### config.mk
export PLATFORM = sky130hd
export DESIGN_NAME = ex_stage
export DESIGN_NICKNAME = d
export VERILOG_FILES = /design/src/rtl/ex_pkg.sv /design/src/rtl/mul_iter.sv /design/src/rtl/ex_stage.sv
export SDC_FILE = /design/constraint.sdc
export NUM_CORES = 1
export LEC_CHECK = 0
export ABC_AREA = 0
export CAP_MARGIN = 20
export CORE_UTILIZATION = 38
export DETAILED_ROUTE_END_ITERATION = 12
export PLACE_DENSITY_LB_ADDON = 0.1
export SLEW_MARGIN = 20
export SYNTH_ARGS = -nofsm -noshare
export SYNTH_HDL_FRONTEND = slang
export SYNTH_SLANG_ARGS = --single-unit
### constraint.sdc
create_clock -name clk -period 1.45 [get_ports clk]
set_input_delay 0.145 -clock clk [delete_from_list [all_inputs] [get_ports clk]]
set_output_delay 0.145 -clock clk [all_outputs]
set_load 0.005 [all_outputs]
### src/rtl/ex_pkg.sv
// Shared definitions for the execute stage: ALU op codes, forward selects and
// the multiplier FSM state type.
package ex_pkg;

  localparam logic [3:0] OP_ADD   = 4'd0;
  localparam logic [3:0] OP_SUB   = 4'd1;
  localparam logic [3:0] OP_AND   = 4'd2;
  localparam logic [3:0] OP_OR    = 4'd3;
  localparam logic [3:0] OP_XOR   = 4'd4;
  localparam logic [3:0] OP_SLL   = 4'd5;
  localparam logic [3:0] OP_SRL   = 4'd6;
  localparam logic [3:0] OP_SRA   = 4'd7;
  localparam logic [3:0] OP_SLT   = 4'd8;
  localparam logic [3:0] OP_SLTU  = 4'd9;
  localparam logic [3:0] OP_MUL   = 4'd10;
  localparam logic [3:0] OP_MULHU = 4'd11;

  // 2'b11 is not a valid select and falls back to the register file
  localparam logic [1:0] FWD_REG = 2'b00;
  localparam logic [1:0] FWD_WB  = 2'b01;
  localparam logic [1:0] FWD_MEM = 2'b10;

  typedef enum logic [1:0] {
    ST_IDLE = 2'd0,
    ST_BUSY = 2'd1,
    ST_DONE = 2'd2
  } ex_state_e;

  function automatic logic is_mul_op(input logic [3:0] op);
    return (op == OP_MUL) || (op == OP_MULHU);
  endfunction

endpackage

### src/rtl/mul_iter.sv
// Iterative unsigned shift-add multiplier: one partial-product step per cycle,
// XLEN steps, full 2*XLEN product held in prod.
//
// state | meaning
// IDLE  | waiting for start; operands latched on the start edge
// BUSY  | one shift-add iteration per cycle, XLEN cycles
// DONE  | prod holds the final product for this one cycle
module mul_iter
  import ex_pkg::*;
#(
  parameter int XLEN = 32
) (
  input  logic              clk,
  input  logic              rst_n,
  input  logic              start,
  input  logic              abort,
  input  logic [XLEN-1:0]   a,
  input  logic [XLEN-1:0]   b,
  output logic              busy,
  output logic              done,
  output logic [2*XLEN-1:0] prod
);

  localparam int CW = (XLEN > 1) ? $clog2(XLEN) : 1;
  localparam logic [CW-1:0] LAST = CW'(XLEN - 1);

  ex_state_e       state;
  logic [CW-1:0]   cnt;
  logic [XLEN-1:0] mcand;
  logic [XLEN:0]   sum;

  // prod = {accumulator, remaining multiplier bits}; the low bit picks the add
  assign sum = {1'b0, prod[2*XLEN-1:XLEN]} + (prod[0] ? {1'b0, mcand} : '0);

  always_ff @(posedge clk or negedge rst_n) begin
    if (!rst_n) begin
      state <= ST_IDLE;
      cnt   <= '0;
      mcand <= '0;
      prod  <= '0;
    end else begin
      case (state)
        ST_IDLE: begin
          if (start && !abort) begin
            mcand <= a;
            prod  <= {{XLEN{1'b0}}, b};
            cnt   <= '0;
            state <= ST_BUSY;
          end
        end
        ST_BUSY: begin
          if (abort) begin
            state <= ST_IDLE;
          end else begin
            prod <= {sum, prod[XLEN-1:1]};
            cnt  <= cnt + CW'(1);
            if (cnt == LAST) state <= ST_DONE;
          end
        end
        ST_DONE: state <= ST_IDLE;
        default: state <= ST_IDLE;
      endcase
    end
  end

  assign busy = (state == ST_BUSY);
  assign done = (state == ST_DONE);

endmodule

### src/rtl/ex_stage.sv
// Execute stage: operand forwarding, single-cycle ALU and the EX/MEM register.
// Build macro EX_MUL_EN adds the iterative multiplier and its pipeline stall.
module ex_stage
  import ex_pkg::*;
#(
  parameter int XLEN = 32
) (
  input  logic            clk,
  input  logic            rst_n,
  input  logic            ex_valid,
  input  logic [4:0]      ex_rs1,
  input  logic [4:0]      ex_rs2,
  input  logic [XLEN-1:0] ex_rs1_data,
  input  logic [XLEN-1:0] ex_rs2_data,
  input  logic [XLEN-1:0] ex_imm,
  input  logic            ex_alu_src,
  input  logic [3:0]      ex_alu_op,
  input  logic [4:0]      ex_rd,
  input  logic            ex_regwrite,
  input  logic [1:0]      forward_a,
  input  logic [1:0]      forward_b,
  input  logic [XLEN-1:0] mem_fwd_data,
  input  logic [XLEN-1:0] wb_fwd_data,
  input  logic            flush,
  output logic            stall_req,
  output logic            mem_valid,
  output logic [XLEN-1:0] mem_result,
  output logic [XLEN-1:0] mem_rs2_data,
  output logic [4:0]      mem_rd,
  output logic            mem_regwrite
);

  logic [XLEN-1:0] op_a;
  logic [XLEN-1:0] fwd_b;
  logic [XLEN-1:0] op_b;
  logic [XLEN-1:0] alu_res;
  logic [XLEN-1:0] wr_result;
  logic [4:0]      shamt;
  logic            wr_en;
  logic            unused_idx;

  // Register indices only feed the forwarding unit outside this block
  assign unused_idx = ^{ex_rs1, ex_rs2};

  function automatic logic [XLEN-1:0] fwd_sel(input logic [1:0]      sel,
                                              input logic [XLEN-1:0] rf,
                                              input logic [XLEN-1:0] mem,
                                              input logic [XLEN-1:0] wb);
    case (sel)
      FWD_MEM: return mem;
      FWD_WB:  return wb;
      default: return rf;
    endcase
  endfunction

  assign op_a  = fwd_sel(forward_a, ex_rs1_data, mem_fwd_data, wb_fwd_data);
  assign fwd_b = fwd_sel(forward_b, ex_rs2_data, mem_fwd_data, wb_fwd_data);
  assign op_b  = ex_alu_src ? ex_imm : fwd_b;
  assign shamt = op_b[4:0];

  always_comb begin
    alu_res = '0;
    case (ex_alu_op)
      OP_ADD:  alu_res = op_a + op_b;
      OP_SUB:  alu_res = op_a - op_b;
      OP_AND:  alu_res = op_a & op_b;
      OP_OR:   alu_res = op_a | op_b;
      OP_XOR:  alu_res = op_a ^ op_b;
      OP_SLL:  alu_res = op_a << shamt;
      OP_SRL:  alu_res = op_a >> shamt;
      OP_SRA:  alu_res = $signed(op_a) >>> shamt;
      OP_SLT:  alu_res = XLEN'($signed(op_a) < $signed(op_b));
      OP_SLTU: alu_res = XLEN'(op_a < op_b);
      default: alu_res = '0;
    endcase
  end

`ifdef EX_MUL_EN
  logic              mul_busy;
  logic              mul_done;
  logic              mul_idle;
  logic              mul_start;
  logic [2*XLEN-1:0] mul_prod;

  assign mul_idle  = !mul_busy && !mul_done;
  assign mul_start = mul_idle && ex_valid && is_mul_op(ex_alu_op) && !flush;
  assign stall_req = rst_n && !flush && (mul_start || mul_busy);

  // Operands are captured on the issue edge because MEM/WB drain during the stall
  mul_iter #(.XLEN(XLEN)) u_mul (
    .clk   (clk),
    .rst_n (rst_n),
    .start (mul_start),
    .abort (flush),
    .a     (op_a),
    .b     (op_b),
    .busy  (mul_busy),
    .done  (mul_done),
    .prod  (mul_prod)
  );

  // In DONE the mul is still in ID/EX; writing from DONE alone keeps it from re-issuing
  assign wr_en = !flush &&
                 (mul_done || (mul_idle && ex_valid && !is_mul_op(ex_alu_op)));
  assign wr_result = !mul_done                 ? alu_res :
                     (ex_alu_op == OP_MULHU)   ? mul_prod[2*XLEN-1:XLEN] :
                                                 mul_prod[XLEN-1:0];
`else
  assign stall_req = 1'b0;
  assign wr_en     = !flush && ex_valid;
  assign wr_result = is_mul_op(ex_alu_op) ? '0 : alu_res;
`endif

  always_ff @(posedge clk or negedge rst_n) begin
    if (!rst_n) begin
      mem_valid    <= 1'b0;
      mem_result   <= '0;
      mem_rs2_data <= '0;
      mem_rd       <= '0;
      mem_regwrite <= 1'b0;
    end else if (wr_en) begin
      mem_valid    <= 1'b1;
      mem_result   <= wr_result;
      mem_rs2_data <= fwd_b;
      mem_rd       <= ex_rd;
      mem_regwrite <= ex_regwrite;
    end else begin
      mem_valid    <= 1'b0;
      mem_regwrite <= 1'b0;
    end
  end

endmodule
After elaboration in Yosys (flattened, before gate mapping)
Cells that the tools add are included.
- input port bits: 189
- bits in registers: 71
- reductions and logical operators: 4
- add/subtract/negate cells: 2
- bitwise gates (word level): 3
- eq/ne operators: 15
- shifts and indexed selects: 3
- muxes and demuxes: 7
- order comparisons: 2
- operators with widths (kind ; number):
    $pmux 32 s10 ; 1
    $pmux 32 s2 ; 2
    $lt 32x32->1 ; 2
    $mux 32 ; 2
    $add 32x32->32 ; 1
    $and 32x32->32 ; 1
    $or 32x32->32 ; 1
    $shl 32x5->32 ; 1
    $shr 32x5->32 ; 1
    $sshr 32x5->32 ; 1
    $sub 32x32->32 ; 1
    $xor 32x32->32 ; 1
    $eq 4x3->1 const B ; 4
    $eq 4x4->1 const B ; 4
    $eq 4x2->1 const B ; 2
    $eq 2x1->1 const B ; 2
    $eq 2x2->1 const B ; 2
    $eq 4x1->1 const B ; 1
    $logic_not 4->1 ; 1
    $mux 1 ; 2
    $logic_and 1x1->1 ; 1
    $logic_not 1->1 ; 1
    $logic_or 1x1->1 ; 1

Longest topological paths before layout
- depth in word-level cells: 6
- gate-level depth with buffers: 20
- mapped depth without buffers: 17

Worst setup path before layout
Ideal clock, no wire load.
- kind: input -> register
- from: input port forward_b[0]
- to: register mem_result[18]
- cell stages on the path: 19
- slack: -2826 ps
- buffers on the path: 3
- setup time: 82 ps
- data arrival time: 4194 ps
- required time: 1368 ps
- path through: inv_1 > ha_1 > or2_4 > o221ai_4 > inv_2 > buf_4 > buf_4 > buf_2 > ha_1 > fa_1 > nor2b_1 > o211ai_2 > a211oi_1 > a211oi_1 > o31ai_1 > a21oi_1 > and2_1 > or4_1 > a31oi_1
- longest elaborated chain between the ends: 6
- elaborated cells between the ends (all ways): 14
- ends and longest elaborated chain (element ; RTL line ; RTL):
    start, declared ; ex_stage.sv:21 ; input logic [1:0] forward_b,
    $eq 2x1->1 or $eq 2x2->1 (tied branches) ; ex_stage.sv:49 ; case (sel)
    $pmux 32 s2 (*) ; ex_stage.sv:49 ;
    $mux 32 (*) ; ex_stage.sv:58 ; assign op_b = ex_alu_src ? ex_imm : fwd_b;
    $sub 32x32->32, or another cell as far along ; ex_stage.sv:65 ; OP_SUB: alu_res = op_a - op_b;
    $pmux 32 s10 (*) ; ex_stage.sv:63 ; case (ex_alu_op)
    $mux 32 (*) ; ex_stage.sv:111 ; assign wr_result = is_mul_op(ex_alu_op) ? '0 : alu_res;
    end signal, assigned ; ex_stage.sv:123 ; mem_result <= wr_result;
    end, declared ; ex_stage.sv:27 ; output logic [XLEN-1:0] mem_result,
Every way passes the cells marked *; elsewhere a longest branch is shown, timed or not.
A chain may end at the register's enable or synchronous reset.

Worst setup path after layout
- from: input port forward_a[0]
- to: register mem_result[28]
- longest elaborated chain between the ends: 5
- elaborated cells between the ends (all ways): 13
- ends and longest elaborated chain (element ; RTL line ; RTL):
    start, declared ; ex_stage.sv:20 ; input logic [1:0] forward_a,
    $eq 2x1->1 or $eq 2x2->1 (tied branches) ; ex_stage.sv:49 ;
    $pmux 32 s2 (*) ; ex_stage.sv:49 ;
    $sub 32x32->32, or another cell as far along ; ex_stage.sv:65 ;
    $pmux 32 s10 (*) ; ex_stage.sv:63 ;
    $mux 32 (*) ; ex_stage.sv:111 ;
Marked as above.

==> run_summary.xml <==
<?xml version="1.0" encoding="UTF-8"?>
<metrics>
  <group name="floorplan">
    <metric name="num_ports" unit="">261</metric>
    <metric name="die_x" unit="um">189</metric>
    <metric name="initial_utilization" unit="%">38.4</metric>
    <metric name="row_count" unit="">68</metric>
    <metric name="core_area" unit="mm2">0.0345</metric>
    <metric name="die_outline_area" unit="mm2">0.0356</metric>
    <metric name="fp.dieH" unit="um">189</metric>
  </group>
  <group name="final_layout">
    <metric name="final_core_util" unit="%">71.3</metric>
    <metric name="area.growth.synth_to_final" unit="%">85.4</metric>
    <metric name="layout.filler_cells" unit="">2784</metric>
    <metric name="footprint_of_the_multi_input_gates" unit="mm2">0.0126</metric>
    <metric name="final_design_area_no_fill" unit="mm2">0.0246</metric>
    <metric name="layout-drive-gt1-share" unit="%">42.4</metric>
    <metric name="ff_latch_area" unit="mm2">0.00178</metric>
    <metric name="final_cells" unit="">3225</metric>
    <metric name="final_nets" unit="">3057</metric>
  </group>
  <group name="sta">
    <metric name="min_cycle_time_layout" unit="ps">3560</metric>
    <metric name="worst_pin_slew" unit="ps">805</metric>
    <metric name="period_utilisation_layout" unit="%">245</metric>
    <metric name="slew_headroom" unit="%">45.8</metric>
    <metric name="timing_limited_maximum_frequency" unit="MHz">281</metric>
    <metric name="number_of_pins_exceeding_their_max_slew_limit_in_the_final_report" unit="">0</metric>
    <metric name="holdWs" unit="ps">294</metric>
    <metric name="timing.final.hold_violations" unit="">0</metric>
    <metric name="timing.final.ws_setup" unit="ps">-2110</metric>
    <metric name="grt_setup_unrepaired" unit="">yes</metric>
    <metric name="worst_clock_skew" unit="ps">0</metric>
    <metric name="timing.final.setup_violations" unit="">33</metric>
  </group>
  <group name="route">
    <metric name="routed_wl_per_cell" unit="um">28.7</metric>
    <metric name="drt_drc_violations_left" unit="">0</metric>
    <metric name="vias" unit="">20800</metric>
    <metric name="post_detailed_route_count_of_antenna_violating_nets" unit="">0</metric>
    <metric name="via_per_inst" unit="">6.46</metric>
    <metric name="detailedRoute.firstPassIterationCount" unit="">7</metric>
    <metric name="dr.first_iter.drc_count" unit="">3053</metric>
    <metric name="detail_route.wirelength" unit="mm">92.4</metric>
  </group>
  <group name="synthesis">
    <metric name="synth.top_cells.by_count" unit="">sky130_fd_sc_hd__nand2_1 (197), sky130_fd_sc_hd__nor2_1 (196), sky130_fd_sc_hd__a21oi_1 (173)</metric>
    <metric name="yosys_most_used_dff" unit="">sky130_fd_sc_hd__dfrtp_1</metric>
    <metric name="synth_enable_flop_cells" unit="">0</metric>
    <metric name="mappedNetlistNets" unit="">2183</metric>
    <metric name="synth-xor-area-share" unit="%">1.52</metric>
    <metric name="async_flop_share" unit="%">100</metric>
    <metric name="ys_types" unit="">92</metric>
    <metric name="synth_fa_ha_area_share" unit="%">10.0</metric>
    <metric name="synth_largest_type_area_fraction" unit="%">13.4</metric>
    <metric name="synth_mux_area_share" unit="%">11.6</metric>
    <metric name="synth_compound_gate_area_share" unit="%">36.3</metric>
    <metric name="seq_area_frac_synth" unit="%">13.4</metric>
    <metric name="main_combinational_cell_family_by_area_after_synthesis" unit="">compound AO/OA/AOI/OAI gates</metric>
    <metric name="yosys-top-cells-area" unit="">sky130_fd_sc_hd__dfrtp_1 (13%), sky130_fd_sc_hd__mux2i_1 (11%), sky130_fd_sc_hd__ha_1 (9.7%)</metric>
    <metric name="synthMostInstantiatedCell" unit="">sky130_fd_sc_hd__nand2_1</metric>
    <metric name="netlist_area" unit="mm2">0.0132</metric>
    <metric name="postSynthCellCount" unit="">1889</metric>
    <metric name="yosys_register_bits" unit="">71</metric>
    <metric name="yosys_warnings" unit="">0</metric>
    <metric name="postSynthAreaPerCell" unit="um2">7.01</metric>
    <metric name="synth.largest_area_cell" unit="">sky130_fd_sc_hd__dfrtp_1</metric>
    <metric name="synth_simple_gate_area_share" unit="%">18.7</metric>
  </group>
  <group name="grt">
    <metric name="grt_start_max_net_pins" unit="">72</metric>
    <metric name="grt_usage" unit="%">50.3</metric>
    <metric name="globalRouteOverflowTotal" unit="">0</metric>
    <metric name="number_of_antenna_violations_at_the_first_check_in_global_routing" unit="">4</metric>
    <metric name="grt_pass1_vias" unit="">20500</metric>
    <metric name="grt_first_pass_wirelength" unit="mm">133</metric>
  </group>
  <group name="place">
    <metric name="placement.io_buffers" unit="">249</metric>
    <metric name="place.detailed.hpwl" unit="mm">70.1</metric>
    <metric name="placed_cell_area" unit="mm2">0.0211</metric>
    <metric name="cell_count_post_placement" unit="">3109</metric>
    <metric name="gpl.final_weighted_congestion" unit="">1.12</metric>
    <metric name="pre_cts_slack" unit="ps">-3160</metric>
  </group>
  <group name="clock_tree">
    <metric name="cts_made_buffers" unit="">9</metric>
    <metric name="cts.clk_slew.worst_paths" unit="ps">70</metric>
    <metric name="cts-htree-levels" unit="">3</metric>
    <metric name="clk_path_buf_depth" unit="">2</metric>
    <metric name="clk_latency" unit="ps">380</metric>
    <metric name="numClockSinks" unit="">71</metric>
    <metric name="cts_root_buf" unit="">sky130_fd_sc_hd__clkbuf_16</metric>
    <metric name="clock_tree_from_tritoncts" unit="">done</metric>
  </group>
  <group name="power">
    <metric name="p_leak" unit="uW">0.0110</metric>
    <metric name="cellPowerDensity" unit="mW/mm2">906</metric>
    <metric name="max-vdd-ir-drop" unit="V">0.000809</metric>
  </group>
  <group name="min_path">
    <metric name="hp-class" unit="">in -&gt; reg</metric>
  </group>
  <group name="setup_path">
    <metric name="cpMaxStageDelayCell" unit="">sky130_fd_sc_hd__a2111o_1</metric>
    <metric name="max_stage_delay" unit="ps">470</metric>
    <metric name="worst-path-max-fanout" unit="">6</metric>
    <metric name="cp.required" unit="ps">1720</metric>
    <metric name="end_kind" unit="">flip-flop</metric>
    <metric name="crit_path_start_kind" unit="">input port</metric>
    <metric name="critPathMostFrequentCell" unit="">sky130_fd_sc_hd__buf_6</metric>
    <metric name="crit_chain" unit="">buf_6 &gt; buf_6 &gt; ha_4 &gt; buf_12 &gt; buf_16 &gt; a221o_1 &gt; o21ai_2 &gt; inv_2 &gt; ha_4 &gt; nor2b_4 &gt; a2111oi_4 &gt; buf_4 &gt; a21oi_4 &gt; a2111o_1 &gt; a31o_4 &gt; buf_6 &gt; a311oi_2 &gt; a21oi_1 &gt; xnor2_1 &gt; o31ai_1</metric>
    <metric name="worst_setup_path_class" unit="">in -&gt; reg</metric>
    <metric name="critical_path_arrival" unit="ps">3830</metric>
  </group>
  <group name="run_status">
    <metric name="failing_checks" unit="">negative setup slack</metric>
    <metric name="run_status" unit="">finished, violations left</metric>
  </group>
  <group name="job">
    <metric name="maxCapViolations" unit="">0</metric>
  </group>
</metrics>
## stage by stage
step / setup TNS (ps) / power [uW]
finish: -58880 / 22200
global route: -61360 / 22800
CTS: -53580 / 20700
detailed placement: -106280 / 16100
global placement: -103020 / 15900
floorplan: -58680 / 8770
## layout make-up
cell class	instances	share of cell area, %
Multi-Input combinational cell	1560	51.4
Timing Repair Buffer	1018	36.3
Sequential cell	71	7.24
Tap cell	455	2.32
Inverter	103	1.63
Clock buffer	9	0.917
Clock inverter	7	0.250
Antenna cell	2	0.0204
## metal layers
layer  track usage (%)  part of all wire, %
met1              58.6                   36
met2              78.6                   43
met3              15.3                   12
met4              35.7                  8.9
met5                 0                0.029
## cell families after synthesis
family                   after synthesis
AO/OA/AOI/OAI                        721
AND/OR/NAND/NOR                      558
buffers and inverters                258
multiplexers                         152
adder cells (fa/ha/maj)              105
flip-flops                            71
XOR/XNOR                              23
other                                  1
## repair_timing
action / in CTS / in global routing
pin swaps: 142 / 85
cloned: 9 / 0
hold buffers: 1 / 0
gates resized for setup: 443 / 117
endpoints found under the hold margin: 71 / 0
buffers inserted: 78 / 20
endpoints found under the setup margin: 86 / 50
## worst paths after layout
path / cells after the start / endpoint / slack (ps) / startpoint
max in group asynchronous: 3 / mem_result[21] / 660 / rst_n
worst min-delay path: 3 / mem_rd[0] / 290 / ex_rd[0]
worst min register to register: 2 / mem_rs2_data[22] / 480 / mem_rs2_data[22]
worst max-delay path: 20 / mem_result[28] / -2110 / forward_a[0]
worst max register to register: 5 / mem_result[20] / -440 / mem_result[20]
min in group asynchronous: 3 / mem_rd[3] / 310 / rst_n
## sequential cells by signal, summed over array words and instances (netlist names)
signal	flops
mem_result	32
mem_rs2_data	32
mem_rd	5
mem_regwrite	1
mem_valid	1
## worst max-delay path: cells and delay by family
family,cells,cell delay [ps]
xor gates and xnor gates,1,190
buffers and inverters,7,870
and+or+nand+nor,1,130
adders and majority gates,2,350
AOI/OAI and AO/OA,9,2140
## cells in the final DEF, fill, tap and decap left out, types with 13 or more instances in the layout
cell type / count
sky130_fd_sc_hd__o21ai_1: 38
sky130_fd_sc_hd__clkdlybuf4s50_1: 206
sky130_fd_sc_hd__buf_12: 17
sky130_fd_sc_hd__a211oi_1: 17
sky130_fd_sc_hd__buf_4: 683
sky130_fd_sc_hd__a21oi_1: 113
sky130_fd_sc_hd__a21oi_4: 18
sky130_fd_sc_hd__nand3_1: 21
sky130_fd_sc_hd__nor3_1: 34
sky130_fd_sc_hd__dfrtp_1: 70
sky130_fd_sc_hd__o21ai_0: 97
sky130_fd_sc_hd__inv_2: 29
sky130_fd_sc_hd__ha_1: 68
sky130_fd_sc_hd__a22oi_2: 13
sky130_fd_sc_hd__o21ai_2: 43
sky130_fd_sc_hd__a21oi_2: 43
sky130_fd_sc_hd__nor2_1: 170
sky130_fd_sc_hd__nand2_1: 193
sky130_fd_sc_hd__inv_1: 67
sky130_fd_sc_hd__o211ai_1: 29
sky130_fd_sc_hd__ha_4: 31
sky130_fd_sc_hd__o221ai_1: 15
sky130_fd_sc_hd__a221o_1: 28
sky130_fd_sc_hd__nor2_2: 15
sky130_fd_sc_hd__mux2i_1: 126
sky130_fd_sc_hd__a22oi_1: 41
sky130_fd_sc_hd__buf_6: 60
sky130_fd_sc_hd__xnor2_1: 13
sky130_fd_sc_hd__dlygate4sd2_1: 28
sky130_fd_sc_hd__a31oi_1: 26
## power by group
| part | switching (uW) | internal, uW | leakage (uW) |
|---|---|---|---|
| Clock | 1250 | 1200 | 0.000135 |
| Combinational | 9340 | 8070 | 0.00996 |
| Sequential | 163 | 2220 | 0.000931 |
| Total | 10800 | 11500 | 0.0110 |
No activity file was read; power rests on OpenSTA's default activity.
